### config.mk
export PLATFORM = sky130hd
export DESIGN_NAME = cpu_clk_ctrl_flat
export DESIGN_NICKNAME = d
export VERILOG_FILES = /design/src/rtl/cpu_clk_ctrl_if.sv /design/src/rtl/cpu_clk_ctrl.sv /design/src/flat_wrapper.sv
export SDC_FILE = /design/constraint.sdc
export NUM_CORES = 1
export LEC_CHECK = 0
export CAP_MARGIN = 20
export CORE_ASPECT_RATIO = 1.25
export CORE_UTILIZATION = 45
export DETAILED_ROUTE_END_ITERATION = 12
export PLACE_DENSITY = 0.72
export SYNTH_ARGS = -nofsm -noshare
export SYNTH_HDL_FRONTEND = slang
export SYNTH_SLANG_ARGS = --single-unit
export TNS_END_PERCENT = 50
### constraint.sdc
create_clock -name clk -period 5.95 [get_ports clk]
set_input_delay 1.785 -clock clk [delete_from_list [all_inputs] [get_ports clk]]
set_output_delay 1.785 -clock clk [all_outputs]
set_load 0.01 [all_outputs]
### src/rtl/cpu_clk_ctrl_if.sv
// cpu_clk_ctrl_if: control/status bundle between the board-side controller
// (buttons, switches, CPU PC tap) and the cpu_clk_ctrl execution controller.
//   master : drives mode, step_btn, burst_len, bp_en, bp_addr, pc;
//            observes cpu_en, halted, bp_hit, cycle_count, state
//   slave  : the controller itself (mirror of master)
interface cpu_clk_ctrl_if #(
    parameter int PCW = 32
);
    logic [1:0]     mode;        // 00 HALT, 01 RUN, 10 STEP, 11 BURST
    logic           step_btn;    // raw asynchronous push button, active-high
    logic [7:0]     burst_len;   // pulses per burst, sampled at burst start
    logic           bp_en;       // breakpoint enable
    logic [PCW-1:0] bp_addr;     // breakpoint address
    logic [PCW-1:0] pc;          // current CPU PC
    logic           cpu_en;      // one-clk CPU advance enable
    logic           halted;      // in S_HALT or S_BP
    logic           bp_hit;      // in S_BP
    logic [31:0]    cycle_count; // cpu_en pulses issued (wraps)
    logic [2:0]     state;       // FSM state for debug LEDs

    modport master (
        output mode, step_btn, burst_len, bp_en, bp_addr, pc,
        input  cpu_en, halted, bp_hit, cycle_count, state
    );

    modport slave (
        input  mode, step_btn, burst_len, bp_en, bp_addr, pc,
        output cpu_en, halted, bp_hit, cycle_count, state
    );
endinterface

### src/rtl/cpu_clk_ctrl.sv
// cpu_clk_ctrl: execution controller for the pipelined MIPS core.
// Generates a one-clk clock-enable (cpu_en) on the board clock in one of
// four modes (halt, divided free-run, push-button single step, N-pulse
// burst) and stops on a PC breakpoint.
// Ports:
//   clk  - board clock
//   rst  - synchronous reset, active-high
//   bus  - cpu_clk_ctrl_if.slave (mode/button/breakpoint inputs,
//          cpu_en/halted/bp_hit/cycle_count/state outputs)
module cpu_clk_ctrl #(
    parameter int DIV        = 100000000,
    parameter int DEB_CYCLES = 1000000,
    parameter int PCW        = 32
) (
    input  logic           clk,
    input  logic           rst,
    cpu_clk_ctrl_if.slave  bus
);

    localparam int CW = $clog2(DIV);
    localparam int DW = (DEB_CYCLES > 1) ? $clog2(DEB_CYCLES) : 1;

    typedef enum logic [2:0] {
        S_HALT       = 3'd0,
        S_RUN        = 3'd1,
        S_STEP       = 3'd2,
        S_BURST_IDLE = 3'd3,
        S_BURST_ACT  = 3'd4,
        S_BP         = 3'd5
    } state_t;

    state_t          r_state, w_nstate;
    logic [1:0]      r_mode_q;
    logic [CW-1:0]   r_tick_cnt, w_tick_nxt;
    logic [7:0]      r_rem, w_rem;
    logic            r_sync1, r_sync2;
    logic [DW-1:0]   r_deb_cnt;
    logic            r_deb_lvl;
    logic            r_step_req;
    logic            r_cpu_en, w_en;
    logic [31:0]     r_cycle_cnt;

    logic            w_counting, w_tick, w_bp, w_mode_chg;

    // ---------------- button path: 2-FF sync, debounce, rising edge ----------
    always_ff @(posedge clk) begin
        if (rst) begin
            r_sync1    <= 1'b0;
            r_sync2    <= 1'b0;
            r_deb_cnt  <= '0;
            r_deb_lvl  <= 1'b0;
            r_step_req <= 1'b0;
        end else begin
            r_sync1    <= bus.step_btn;
            r_sync2    <= r_sync1;
            r_step_req <= 1'b0;
            if (r_sync2 != r_deb_lvl) begin
                if (r_deb_cnt == DW'(DEB_CYCLES - 1)) begin
                    r_deb_lvl  <= ~r_deb_lvl;
                    r_deb_cnt  <= '0;
                    // only the 0->1 flip requests a step; release is silent
                    r_step_req <= ~r_deb_lvl;
                end else begin
                    r_deb_cnt <= r_deb_cnt + 1'b1;
                end
            end else begin
                r_deb_cnt <= '0;
            end
        end
    end

    // ---------------- tick / event decode -----------------------------------
    assign w_counting = (r_state == S_RUN) || (r_state == S_BURST_ACT);
    assign w_tick     = w_counting && (r_tick_cnt == CW'(DIV - 1));
    assign w_bp       = bus.bp_en && (bus.pc == bus.bp_addr);
    assign w_mode_chg = (bus.mode != r_mode_q);

    // ---------------- next-state / outputs ----------------------------------
    always_comb begin
        w_nstate = r_state;
        w_en     = 1'b0;
        w_rem    = r_rem;
        // counter only runs in the two pulsing states; a tick wraps it and
        // any mode change restarts the period from zero
        if (w_mode_chg || !w_counting || w_tick)
            w_tick_nxt = '0;
        else
            w_tick_nxt = r_tick_cnt + 1'b1;

        if (w_mode_chg) begin
            // mode change wins over tick, step_req and breakpoint
            w_rem = 8'd0;
            case (bus.mode)
                2'b00:   w_nstate = S_HALT;
                2'b01:   w_nstate = S_RUN;
                2'b10:   w_nstate = S_STEP;
                default: w_nstate = S_BURST_IDLE;
            endcase
        end else begin
            case (r_state)
                S_HALT: ;
                S_RUN: begin
                    if (w_tick) begin
                        if (w_bp) w_nstate = S_BP;
                        else      w_en     = 1'b1;
                    end
                end
                S_STEP: begin
                    if (r_step_req) w_en = 1'b1;
                end
                S_BURST_IDLE: begin
                    if (r_step_req && (bus.burst_len != 8'd0)) begin
                        w_rem    = bus.burst_len;
                        w_nstate = S_BURST_ACT;
                    end
                end
                S_BURST_ACT: begin
                    if (w_tick) begin
                        if (w_bp) begin
                            w_nstate = S_BP;
                            w_rem    = 8'd0;
                        end else begin
                            w_en  = 1'b1;
                            w_rem = r_rem - 8'd1;
                            if (r_rem == 8'd1) w_nstate = S_BURST_IDLE;
                        end
                    end
                end
                S_BP: begin
                    // step past the breakpoint without re-checking it
                    if (r_step_req) begin
                        w_en     = 1'b1;
                        w_rem    = 8'd0;
                        w_nstate = (r_mode_q == 2'b11) ? S_BURST_IDLE : S_RUN;
                    end
                end
                default: w_nstate = S_HALT;
            endcase
        end
    end

    always_ff @(posedge clk) begin
        if (rst) begin
            r_state     <= S_HALT;
            r_mode_q    <= 2'b00;
            r_tick_cnt  <= '0;
            r_rem       <= 8'd0;
            r_cpu_en    <= 1'b0;
            r_cycle_cnt <= 32'd0;
        end else begin
            r_state    <= w_nstate;
            r_mode_q   <= bus.mode;
            r_tick_cnt <= w_tick_nxt;
            r_rem      <= w_rem;
            r_cpu_en   <= w_en;
            if (w_en) r_cycle_cnt <= r_cycle_cnt + 32'd1;
        end
    end

    assign bus.cpu_en      = r_cpu_en;
    assign bus.halted      = (r_state == S_HALT) || (r_state == S_BP);
    assign bus.bp_hit      = (r_state == S_BP);
    assign bus.cycle_count = r_cycle_cnt;
    assign bus.state       = r_state;

endmodule

### src/flat_wrapper.sv
// flat-port wrapper written by rule: the top's interface ports become plain ports
module cpu_clk_ctrl_flat 
#(
    parameter int DIV        = 100000000,
    parameter int DEB_CYCLES = 1000000,
    parameter int PCW        = 32
)
  (clk, rst, bus_mode, bus_step_btn, bus_burst_len, bus_bp_en, bus_bp_addr, bus_pc, bus_cpu_en, bus_halted, bus_bp_hit, bus_cycle_count, bus_state);
  cpu_clk_ctrl_if #(.PCW(PCW)) bus_i ();
  input  logic clk;
  input  logic rst;
  input wire logic [$bits(bus_i.mode)-1:0] bus_mode;
  input wire logic [$bits(bus_i.step_btn)-1:0] bus_step_btn;
  input wire logic [$bits(bus_i.burst_len)-1:0] bus_burst_len;
  input wire logic [$bits(bus_i.bp_en)-1:0] bus_bp_en;
  input wire logic [$bits(bus_i.bp_addr)-1:0] bus_bp_addr;
  input wire logic [$bits(bus_i.pc)-1:0] bus_pc;
  output wire logic [$bits(bus_i.cpu_en)-1:0] bus_cpu_en;
  output wire logic [$bits(bus_i.halted)-1:0] bus_halted;
  output wire logic [$bits(bus_i.bp_hit)-1:0] bus_bp_hit;
  output wire logic [$bits(bus_i.cycle_count)-1:0] bus_cycle_count;
  output wire logic [$bits(bus_i.state)-1:0] bus_state;
  assign bus_i.mode = bus_mode;
  assign bus_i.step_btn = bus_step_btn;
  assign bus_i.burst_len = bus_burst_len;
  assign bus_i.bp_en = bus_bp_en;
  assign bus_i.bp_addr = bus_bp_addr;
  assign bus_i.pc = bus_pc;
  assign bus_cpu_en = bus_i.cpu_en;
  assign bus_halted = bus_i.halted;
  assign bus_bp_hit = bus_i.bp_hit;
  assign bus_cycle_count = bus_i.cycle_count;
  assign bus_state = bus_i.state;
  cpu_clk_ctrl #(.DIV(DIV), .DEB_CYCLES(DEB_CYCLES), .PCW(PCW)) u_core (.clk(clk), .rst(rst), .bus(bus_i));
endmodule
* After elaboration in Yosys (flattened, before gate mapping)
Index checks and enable logic that the tools add are counted.
** Word-level totals
- Register bits :: 97
- Bits of input ports :: 78
- Output and inout bits :: 38
- Word-level logic and storage cells :: 85
** Operators by class
- Add/subtract/negate cells :: 4
- Eq/ne operators :: 24
- Multiplexer cells :: 21
- Bitwise logic cells :: 3
- Reduce and logical (&&, ||, !) cells :: 22
** Operators by type and width (number)
- adder 32 x 1 -> 32 bit, second input constant :: 1
- == test 32 bit :: 1
- 2-to-1 mux 8 bit :: 4
- adder 27 x 1 -> 27 bit, second input constant :: 1
- == test 27 bit, second input constant :: 1
- 2-to-1 mux 3 bit :: 8
- case mux 8 bit (3 select lines) :: 1
- adder 20 x 1 -> 20 bit, second input constant :: 1
- == test 20 bit, second input constant :: 1
- != test 3 x 1 -> 1 bit, second input constant :: 5
- case mux 3 bit (5 select lines) :: 1
- OR reduction 2 bit :: 5
- == test 8 x 1 -> 1 bit, second input constant :: 1
- != test 2 x 1 -> 1 bit, second input constant :: 4
- nonzero test 8 bit :: 1
- subtractor 8 x 1 -> 8 bit, second input constant :: 1
- AND reduction 7 bit :: 1
- == test 3 x 2 -> 1 bit, second input constant :: 2
- == test 3 bit, second input constant :: 2
- case mux 2 bit (3 select lines) :: 1
- OR reduction 3 bit :: 2
- == test 2 bit, second input constant :: 2
- logical OR 1 bit :: 4
- 2-to-1 mux 1 bit :: 4
- 15 further kinds :: 19

* Depth between registers and ports, before layout
- Depth in word-level cells :: 6
- Gate-level depth with buffers :: 9
- Gate-level depth less buffers :: 7

* Least setup slack after synthesis
No wires, ideal clock.
- Kind :: input to register
- From :: input port bus_bp_addr[13]
- To :: register u_core.r_cycle_cnt[29] (netlist: u_core.bus.cycle_count[29])
- Library setup time :: 0.123 ns
- Arrival time :: 3.366 ns
- Data required time :: 5.827 ns
- Slack :: 2.461 ns
- Cell stages on the path :: 6
- Path buffers :: 1
- Cell sequence :: xor2_1 -> or4_4 -> nor4b_4 -> buf_6 -> nor3_1 -> mux2_1
** On the way
- Word-level cells in the longest chain between the ends :: 6
** RTL lines
- from (decl) :: RTL line flat_wrapper.sv:16 : input wire logic [$bits(bus_i.bp_addr)-1:0] bus_bp_addr;
- == test 32 bit :: RTL line cpu_clk_ctrl.sv:75 : assign w_bp = bus.bp_en && (bus.pc == bus.bp_addr);
- logical AND 1 bit :: RTL line cpu_clk_ctrl.sv:75
- 2-to-1 mux 1 bit :: RTL line cpu_clk_ctrl.sv:104, cpu_clk_ctrl.sv:119
- 2-to-1 mux 1 bit :: RTL line cpu_clk_ctrl.sv:103 : if (w_tick) begin
- case mux 1 bit (2 select lines) :: RTL line cpu_clk_ctrl.sv:100 : case (r_state)
- 2-to-1 mux 1 bit :: RTL line cpu_clk_ctrl.sv:90 : if (w_mode_chg) begin
- to (signal assigned) :: RTL line cpu_clk_ctrl.sv:156 : if (w_en) r_cycle_cnt <= r_cycle_cnt + 32'd1;
- to (decl) :: RTL line cpu_clk_ctrl.sv:41 : logic [31:0] r_cycle_cnt;
No other way between the ends.
A chain may end at the register's enable or synchronous reset.

* Worst setup path after layout
- From :: input port bus_bp_addr[15]
- To :: register u_core.r_cycle_cnt[26] (netlist: u_core.bus.cycle_count[26])
Same word-level chain as after synthesis.

==> impl_metrics.toml <==
[sta]
final_max_slew_viol_count = 0
timing.final.crit_share = 0.674
timing.setup.tns_ps = 0
hold_violations = 0
grt_setup_unrepaired = "false"
fmax_mhz = 250
worstMarginPinSlew_ps = 777
min_period_ps = 4010
report.final.setup_viol = 0
worst_slew_margin_rel = 0.478
finalClockSkew_ps = 8.24

[final_layout]
layout_area_growth_over_synthesis_pct = 27.9
stdcell_area_um2 = 7020
layout_common_cells = "sky130_fd_sc_hd__clkdlybuf4s50_1, sky130_fd_sc_hd__dfxtp_1, sky130_fd_sc_hd__nor2_1"
num-nets-final = 834
final_common_cell = "sky130_fd_sc_hd__clkdlybuf4s50_1"
diodes = 0
finished_core_util = 0.599
drive_gt1_frac = 0.0741
instances_no_fill = 917

[critical_path]
worst-path-max-fanout = 52
start_kind = "input port"
crit_arrival_ps = 4240
end_kind = "flop"
timing.setup.critical_path_class = "input port to flop"
worst_ep_required_time_ps = 6180

[floorplanning]
die_x_um = 101
die_area_um2 = 12600
ios = 116
initial_core_util = 0.468
core_region_area_um2 = 11700
die_height_um = 125
row_count = 44

[clock_network]
cts_inserted_buffers = 9
clockBufferDepth = 2
post_cts_hold_buffer_count = 0
worst_setup_hold_path_clk_slew_ps = 70
tritoncts = "done"
insertion_delay_to_the_later_sink_of_the_worst_skew_pair_ps = 350
post_cts_resize_count = 0
htreeDepth = 3
cts_setup_buffers = 0
clock_tree.root_cell = "sky130_fd_sc_hd__clkbuf_16"
clock_sink_count = 97

[synth]
synth_nets = 732
postSynth.topFlopCell = "sky130_fd_sc_hd__dfxtp_1"
postSynthRegisterBits = 97
synth_edf_count = 0
number_of_warnings_issued_by_yosys = 0
synth_top_area_frac = 0.354
ys_types = 61
most_area_consuming_cells_after_synthesis = "sky130_fd_sc_hd__dfxtp_1, sky130_fd_sc_hd__xor2_1, sky130_fd_sc_hd__nor2_1"
synth_largest_area_cell = "sky130_fd_sc_hd__dfxtp_1"
synth_area_um2 = 5490
syn-instance-count = 649
async_reset_ff_frac = 0
synthesis.area_per_instance_um2 = 8.46
synth.yosys.seq_area_share = 0.354

[power]
share_clk_of_total_power = 0.418
pwr-share-seq = 0.488
p_leak_nw = 2.44
switching_share = 0.244
switching_power_of_the_nets_mw = 0.329
cellInternalPower_mw = 1.02
power.combinational.fraction = 0.094
vdd_ir_drop_max_v = 0.000122
power_density_nw_per_um2 = 192

[place]
port_buffers = 115
final_wtd_congestion = 0.891
dpl.cell_count = 900
placed_area_um2 = 6730
detailedPlacementHpwl_um = 9940

[drt]
drt-vias-per-instance = 5.62
routed_wl_um = 13300
wl_per_cell_um = 14.5
postRouteAntennaNets = 0
vias = 5150
detailedRoute.firstPassIterationCount = 5
drc_violations_left = 0
first_iter_violations = 169

[global_routing]
first_global_vias = 4806
initial_antenna_violation_count = 0
overflow = 0
first_pass_grt_wire_length_um = 22600
gr-usage-all-layers = 0.221
grt_start_max_net_pins = 53

[outcome]
outcome = "complete, no violations"

[worst_hold_path]
hold_path.class = "flop to flop"

[run]
drv_cap = 0
## synthesized netlist by cell type (2+ instances only)
master / n
sky130_fd_sc_hd__nor2_1: 83
sky130_fd_sc_hd__dfxtp_1: 97
sky130_fd_sc_hd__o21ai_0: 9
sky130_fd_sc_hd__inv_1: 12
sky130_fd_sc_hd__buf_4: 2
sky130_fd_sc_hd__nor2b_1: 17
sky130_fd_sc_hd__nand4_1: 26
sky130_fd_sc_hd__o31a_1: 3
sky130_fd_sc_hd__o41ai_1: 4
sky130_fd_sc_hd__and3_1: 16
sky130_fd_sc_hd__and4b_1: 3
sky130_fd_sc_hd__o41ai_2: 8
sky130_fd_sc_hd__nor3_1: 18
sky130_fd_sc_hd__o211ai_1: 3
sky130_fd_sc_hd__o21ai_1: 5
sky130_fd_sc_hd__buf_2: 5
sky130_fd_sc_hd__or2_2: 15
sky130_fd_sc_hd__nand2b_1: 4
sky130_fd_sc_hd__and4_1: 6
sky130_fd_sc_hd__clkbuf_1: 21
sky130_fd_sc_hd__nor4_2: 2
sky130_fd_sc_hd__xnor2_1: 33
sky130_fd_sc_hd__nor4b_1: 9
sky130_fd_sc_hd__o22a_1: 2
sky130_fd_sc_hd__nand3_1: 40
sky130_fd_sc_hd__o31ai_1: 4
sky130_fd_sc_hd__a31o_2: 2
sky130_fd_sc_hd__or4_1: 4
sky130_fd_sc_hd__a2bb2oi_1: 4
sky130_fd_sc_hd__mux2_1: 13
sky130_fd_sc_hd__nor4_1: 15
sky130_fd_sc_hd__and2_1: 5
sky130_fd_sc_hd__buf_6: 4
sky130_fd_sc_hd__a32o_1: 2
sky130_fd_sc_hd__o21a_1: 8
sky130_fd_sc_hd__o311ai_1: 12
sky130_fd_sc_hd__ha_1: 5
sky130_fd_sc_hd__a21oi_1: 18
sky130_fd_sc_hd__nand2_1: 43
sky130_fd_sc_hd__xor2_1: 41
sky130_fd_sc_hd__or3_1: 6
## final timing paths
kind | startpoint | to | slack [ps] | cells after the start
worst max-delay path | bus_bp_addr[15] | u_core.bus.cycle_count[26]$_SDFFE_PP0P_ | 1940 | 8
worst min-delay path | u_core.r_sync1$_SDFF_PP0_ | u_core.r_sync2$_SDFF_PP0_ | 460 | 1
worst max register to register | u_core.bus.state[1]$_SDFFE_PP0P_ | u_core.bus.cycle_count[26]$_SDFFE_PP0P_ | 3130 | 7
worst min register to register | u_core.r_sync1$_SDFF_PP0_ | u_core.r_sync2$_SDFF_PP0_ | 460 | 1
## per-stage QoR
stage	setup WS, ps	hold WS (ps)	power (mW)
2_1_floorplan	2460	414	0.725
3_3_place_gp	1660	432	0.796
3_5_place_dp	1600	434	0.798
4_1_cts	1950	457	1.36
5_1_grt	1720	478	1.40
6_report	1940	456	1.35
## layout make-up
class	count	area, um^2
inverters	12	45.0
fillers	1068	4700
well taps	161	201
multi-input cells	508	3340
repair buffers	123	1210
clock inverters	7	60.1
flip-flops and latches	97	1940
clock buffers	9	225
## cells by family (layout without fill, tap and decap cells)
family	Yosys count	count (layout)	share of synthesized area
adder cells (fa/ha/maj)	5	5	0.0114
AND/OR/NAND/NOR	322	322	0.317
multiplexers	14	14	0.0285
AO/OA/AOI/OAI	93	93	0.133
buffers and inverters	44	151	0.0381
flip-flops	97	97	0.354
XOR/XNOR	74	74	0.118
## worst max-delay path, cell delays in order
cell and delay (ps):
sky130_fd_sc_hd__clkdlybuf4s50_1 420, sky130_fd_sc_hd__xor2_1 180, sky130_fd_sc_hd__nor4_1 360, sky130_fd_sc_hd__nand4_1 220
sky130_fd_sc_hd__nor4b_4 280, sky130_fd_sc_hd__buf_4 510, sky130_fd_sc_hd__nor3_1 140, sky130_fd_sc_hd__mux2_1 340
## power by group through the flow
stage                     sequential [mW]  clock, mW  combinational (mW)
final                               0.657      0.563               0.127
after global routing                0.657      0.605               0.138
after CTS                           0.657      0.575               0.127
after detailed placement            0.672          0               0.126
after global placement              0.672          0               0.124
after floorplan                     0.669          0              0.0561
## layer usage
| layer | wire length, um | global-route usage | up-vias |
|---|---|---|---|
| met4 | 270 | 0.0844 | 0 |
| li1 | - | - | 2552 |
| met5 | 0 | 0 | - |
| met1 | 5930 | 0.284 | 2482 |
| met2 | 6690 | 0.369 | 98 |
| met3 | 440 | 0.0352 | 18 |
## registers in the layout (all words and copies together) (netlist names)
register	cells
u_core.r_deb_cnt	20
u_core.bus.state	3
u_core.r_step_req	1
u_core.r_sync1	1
u_core.bus.cycle_count	32
u_core.bus.cpu_en	1
u_core.r_sync2	1
u_core.r_mode_q	2
u_core.r_rem	8
u_core.r_tick_cnt	27
u_core.r_deb_lvl	1
Note: power is estimated with default switching activity, not from simulation.
==> variant 1 (config.mk and constraints unchanged) <==
Reset style: asynchronous (`rst`), changed in 2 clocked blocks. Comments in the files are not updated.
--- a/src/rtl/cpu_clk_ctrl.sv
+++ b/src/rtl/cpu_clk_ctrl.sv
@@ -43,7 +43,7 @@
     logic            w_counting, w_tick, w_bp, w_mode_chg;
 
     // ---------------- button path: 2-FF sync, debounce, rising edge ----------
-    always_ff @(posedge clk) begin
+    always_ff @(posedge clk or posedge rst) begin
         if (rst) begin
             r_sync1    <= 1'b0;
             r_sync2    <= 1'b0;
@@ -139,7 +139,7 @@
         end
     end
 
-    always_ff @(posedge clk) begin
+    always_ff @(posedge clk or posedge rst) begin
         if (rst) begin
             r_state     <= S_HALT;
             r_mode_q    <= 2'b00;
Formal check against the unedited RTL: differs if rst is asserted again (counterexample within 4 cycles, from zero or initial values and one cycle with rst high); with rst held inactive, the same outputs for 10 cycles.
==> variant 1 against the unedited design <==
- largest cell class unchanged
- highest routed layer unchanged
- critical path type unchanged
- design area fell by 2.4%
- non-clock buffer count is 6 lower
- core utilization grew 1.1 points
- power is 3.9% higher
- area after synthesis is 4.0% lower
- sequential cell count unchanged
- setup slack lost 0.15 ns
- routed wire length down 8.4%
==> variant 1: results <==
[finish]
multi_input_area_share = 0.396
inv_count = 20
drive_gt1_frac = 0.0471
nFillCells = 967
nClkBuffers = 12
clockNetworkAreaShare = 0.0434
layout.cells.non_filler = 815
nonClkBufAreaFrac = 0.170
fin_nets = 758
seq-cell-share = 0.354
nFlopsAndLatches = 97

[drt]
wl_met1_um = 5260
firstDrtPassIters = 6
drtIter0Drc = 282
wl_um = 12200

[min_path]
min_from = "u_core.r_sync1$_DFF_PP0_"
min_path_cells = 0

[place]
place_inst = 799
dp_hpwl_um = 9040
post-place-ws_ns = 1.41
place_congestion = 0.871

[grt]
use_met2 = 0.372
met1_usage = 0.247
grt_first_pass_wirelength_um = 20100
track_usage = 0.207
grt_max_degree = 56
grt_use_met3 = 0.0458
first_global_vias = 4311

[power_and_ir_drop]
power_clock_mw = 0.582
sw_frac_of_total = 0.226
leakage_nw = 2.76
switchingPower_mw = 0.317
ir_drop_mv = 0.147

[yosys]
synth_seq_area_share = 0.461
synth_cell_types = 49
syn_nets = 641
synth_compound_area_frac = 0.0622
synthXorXnorAreaFrac = 0.173
async_flop_share = 1.00
yosys-mux-area-fraction = 0.00427

[critical_path]
cp_max_fo = 19
cp.arrival_ns = 4.38
reg2reg_to = "u_core.bus.cycle_count[26]$_DFFE_PP0P_"
critical-path-slowest-cell = "nor4_1"
r2r_start = "u_core.r_tick_cnt[0]$_DFF_PP0_"
max_stage_delay_ns = 0.72
r2r_setup_slack_ns = 3.17
rr_worst_depth = 9

[timing]
clock_skew_ns = 0.00663
slew_headroom = 0.319
whs_ns = 0.353

[status]
outcome = "finished clean"
==> variant 1: cell types whose count changed in the layout (fill, tap and decap cells not counted), sizes merged, moves of 9 or more <==
cell	change
nor4	-9
dfrtp	+97
nor2b	-16
nor2	-9
o311ai	-13
or2	-15
dfxtp	-97
xnor2	+31
mux2	-11
o41ai	-12
==> variant 1: how the worst max path moves through the flow <==
stage                from                                    end  slack (ns)  depth (start not counted)
2_1_floorplan         rst            u_core.bus.cpu_en$_DFF_PP0_        1.63                          1
3_5_place_dp   bus_pc[16]  u_core.bus.cycle_count[1]$_DFFE_PP0P_        1.41                          9
6_report       bus_pc[16]  u_core.bus.cycle_count[1]$_DFFE_PP0P_        1.79                          9
5_1_grt        bus_pc[12]  u_core.bus.cycle_count[1]$_DFFE_PP0P_        1.58                          9
4_1_cts        bus_pc[16]  u_core.bus.cycle_count[1]$_DFFE_PP0P_        1.77                          9
3_3_place_gp   bus_pc[16]  u_core.bus.cycle_count[1]$_DFFE_PP0P_        1.46                          9
==> variant 2 (same flow settings) <==
Made on the original files. `PCW` is set to 32 in 3 places; all go to 16.
--- a/src/rtl/cpu_clk_ctrl_if.sv
+++ b/src/rtl/cpu_clk_ctrl_if.sv
@@ -4,7 +4,7 @@
 //            observes cpu_en, halted, bp_hit, cycle_count, state
 //   slave  : the controller itself (mirror of master)
 interface cpu_clk_ctrl_if #(
-    parameter int PCW = 32
+    parameter int PCW = 16
 );
     logic [1:0]     mode;        // 00 HALT, 01 RUN, 10 STEP, 11 BURST
     logic           step_btn;    // raw asynchronous push button, active-high
--- a/src/rtl/cpu_clk_ctrl.sv
+++ b/src/rtl/cpu_clk_ctrl.sv
@@ -10,7 +10,7 @@
 module cpu_clk_ctrl #(
     parameter int DIV        = 100000000,
     parameter int DEB_CYCLES = 1000000,
-    parameter int PCW        = 32
+    parameter int PCW        = 16
 ) (
     input  logic           clk,
     input  logic           rst,
--- a/src/flat_wrapper.sv
+++ b/src/flat_wrapper.sv
@@ -3,7 +3,7 @@
 #(
     parameter int DIV        = 100000000,
     parameter int DEB_CYCLES = 1000000,
-    parameter int PCW        = 32
+    parameter int PCW        = 16
 )
   (clk, rst, bus_mode, bus_step_btn, bus_burst_len, bus_bp_en, bus_bp_addr, bus_pc, bus_cpu_en, bus_halted, bus_bp_hit, bus_cycle_count, bus_state);
   cpu_clk_ctrl_if #(.PCW(PCW)) bus_i ();
Interface: changed (resized bus_bp_addr and bus_pc); port bits go from 116 to 84. The function was not compared with the original's and may differ.
==> variant 2 against the unedited design <==
- power is 0.84% lower
- sequential cell count stayed put
- die area is 2.2% lower
- sequential power about the same
- setup slack got worse by 0.75 ns
- routed wire length is 1.2% lower
- design area down 6.2%
- core utilization decreased by 3.2 points
- synthesized cell count decreased by 0.31%
- area after synthesis decreased by 2.2%
- critical endpoint is now u_core.bus.cycle_count[13]$_SDFFE_PP0P_
- largest power group unchanged
==> variant 2: results <==
[status]
outcome = "finished clean"

[drt]
drtIter0Drc = 293
drcViolationCount = 0
wl_um = 13200
firstDrtPassIters = 5
vias = 4938

[critical_path]
cp.arrival_ns = 4.99
cpLargestDelayFamily = "simple AND/OR/NAND/NOR gates"
critical-path-slowest-cell = "or4b_2"
cp_max_fo = 18
max_stage_delay_ns = 0.73

[yosys]
synthTopCellsByCount = "97 x dfxtp_1, 96 x nor2_1, 43 x nand2_1"
yosysWarnings = 0
ys.flop_type = "dfxtp_1"
synth_seq_area_share = 0.362
syn_avg_cell_area_sq_um = 8.30
synth_cell_types = 63

[place]
dp_hpwl_um = 9550
place_inst = 865
dpl-instance-area_sq_um = 6270
portBuffers = 83
post-place-ws_ns = 0.807
place_congestion = 0.845

[timing]
clock_skew_ns = 0.00762
worst_pin_slew_ns = 0.893

[finish]
drive_gt1_frac = 0.0845
layout.cells.non_filler = 883

[power_and_ir_drop]
ir_drop_mv = 0.123
leakage_nw = 2.17

[grt]
grt_max_degree = 70
first_global_vias = 4709
track_usage = 0.217

[cts]
cts_setup_buffers = 0
variant 2: cell type report:
class	count	area, sq um
clock buffers	12	246
clock inverters	4	52.6
fillers	1035	5030
inverters	15	56.3
multi-input cells	506	3220
flip-flops and latches	97	1940
well taps	161	201
repair buffers	88	868
variant 2: kinds of logic (layout without fill, tap and decap cells):
group,count (synthesis),in the layout,synth area share
buf+inv,44,119,0.0389
compound gates,85,85,0.105
xor+xnor,63,63,0.103
fa+ha+maj,5,5,0.0117
mux,31,31,0.0639
simple gates,322,322,0.316
flops,97,97,0.362
variant 2: routing by layer:
metal | share of wire | global-route usage | vias to the layer above | routed length (um)
met2 | 0.50 | 0.384 | 137 | 6580
met4 | 0.019 | 0.0836 | 0 | 250
li1 | - | - | 2430 | -
met1 | 0.44 | 0.259 | 2349 | 5810
met5 | 0 | 0 | - | 0
met3 | 0.040 | 0.0398 | 22 | 531
variant 2: power by group:
| part | internal (mW) | switching, mW | total, mW | leakage (nW) |
|---|---|---|---|---|
| Clock | 0.338 | 0.244 | 0.582 | 0.147 |
| Combinational | 0.0507 | 0.0453 | 0.0960 | 1.24 |
| Sequential | 0.652 | 0.00539 | 0.657 | 0.782 |
variant 2: path summary, 6_finish.rpt:
| check | from | to | slack, ns | cells past startpoint |
|---|---|---|---|---|
| worst max register to register | u_core.r_tick_cnt[10]$_SDFF_PP0_ | u_core.bus.cycle_count[14]$_SDFFE_PP0P_ | 2.82 | 6 |
| worst max-delay path | bus_bp_addr[3] | u_core.bus.cycle_count[13]$_SDFFE_PP0P_ | 1.19 | 8 |
| worst min-delay path | u_core.r_sync1$_SDFF_PP0_ | u_core.r_sync2$_SDFF_PP0_ | 0.45 | 1 |
| worst min register to register | u_core.r_sync1$_SDFF_PP0_ | u_core.r_sync2$_SDFF_PP0_ | 0.45 | 1 |
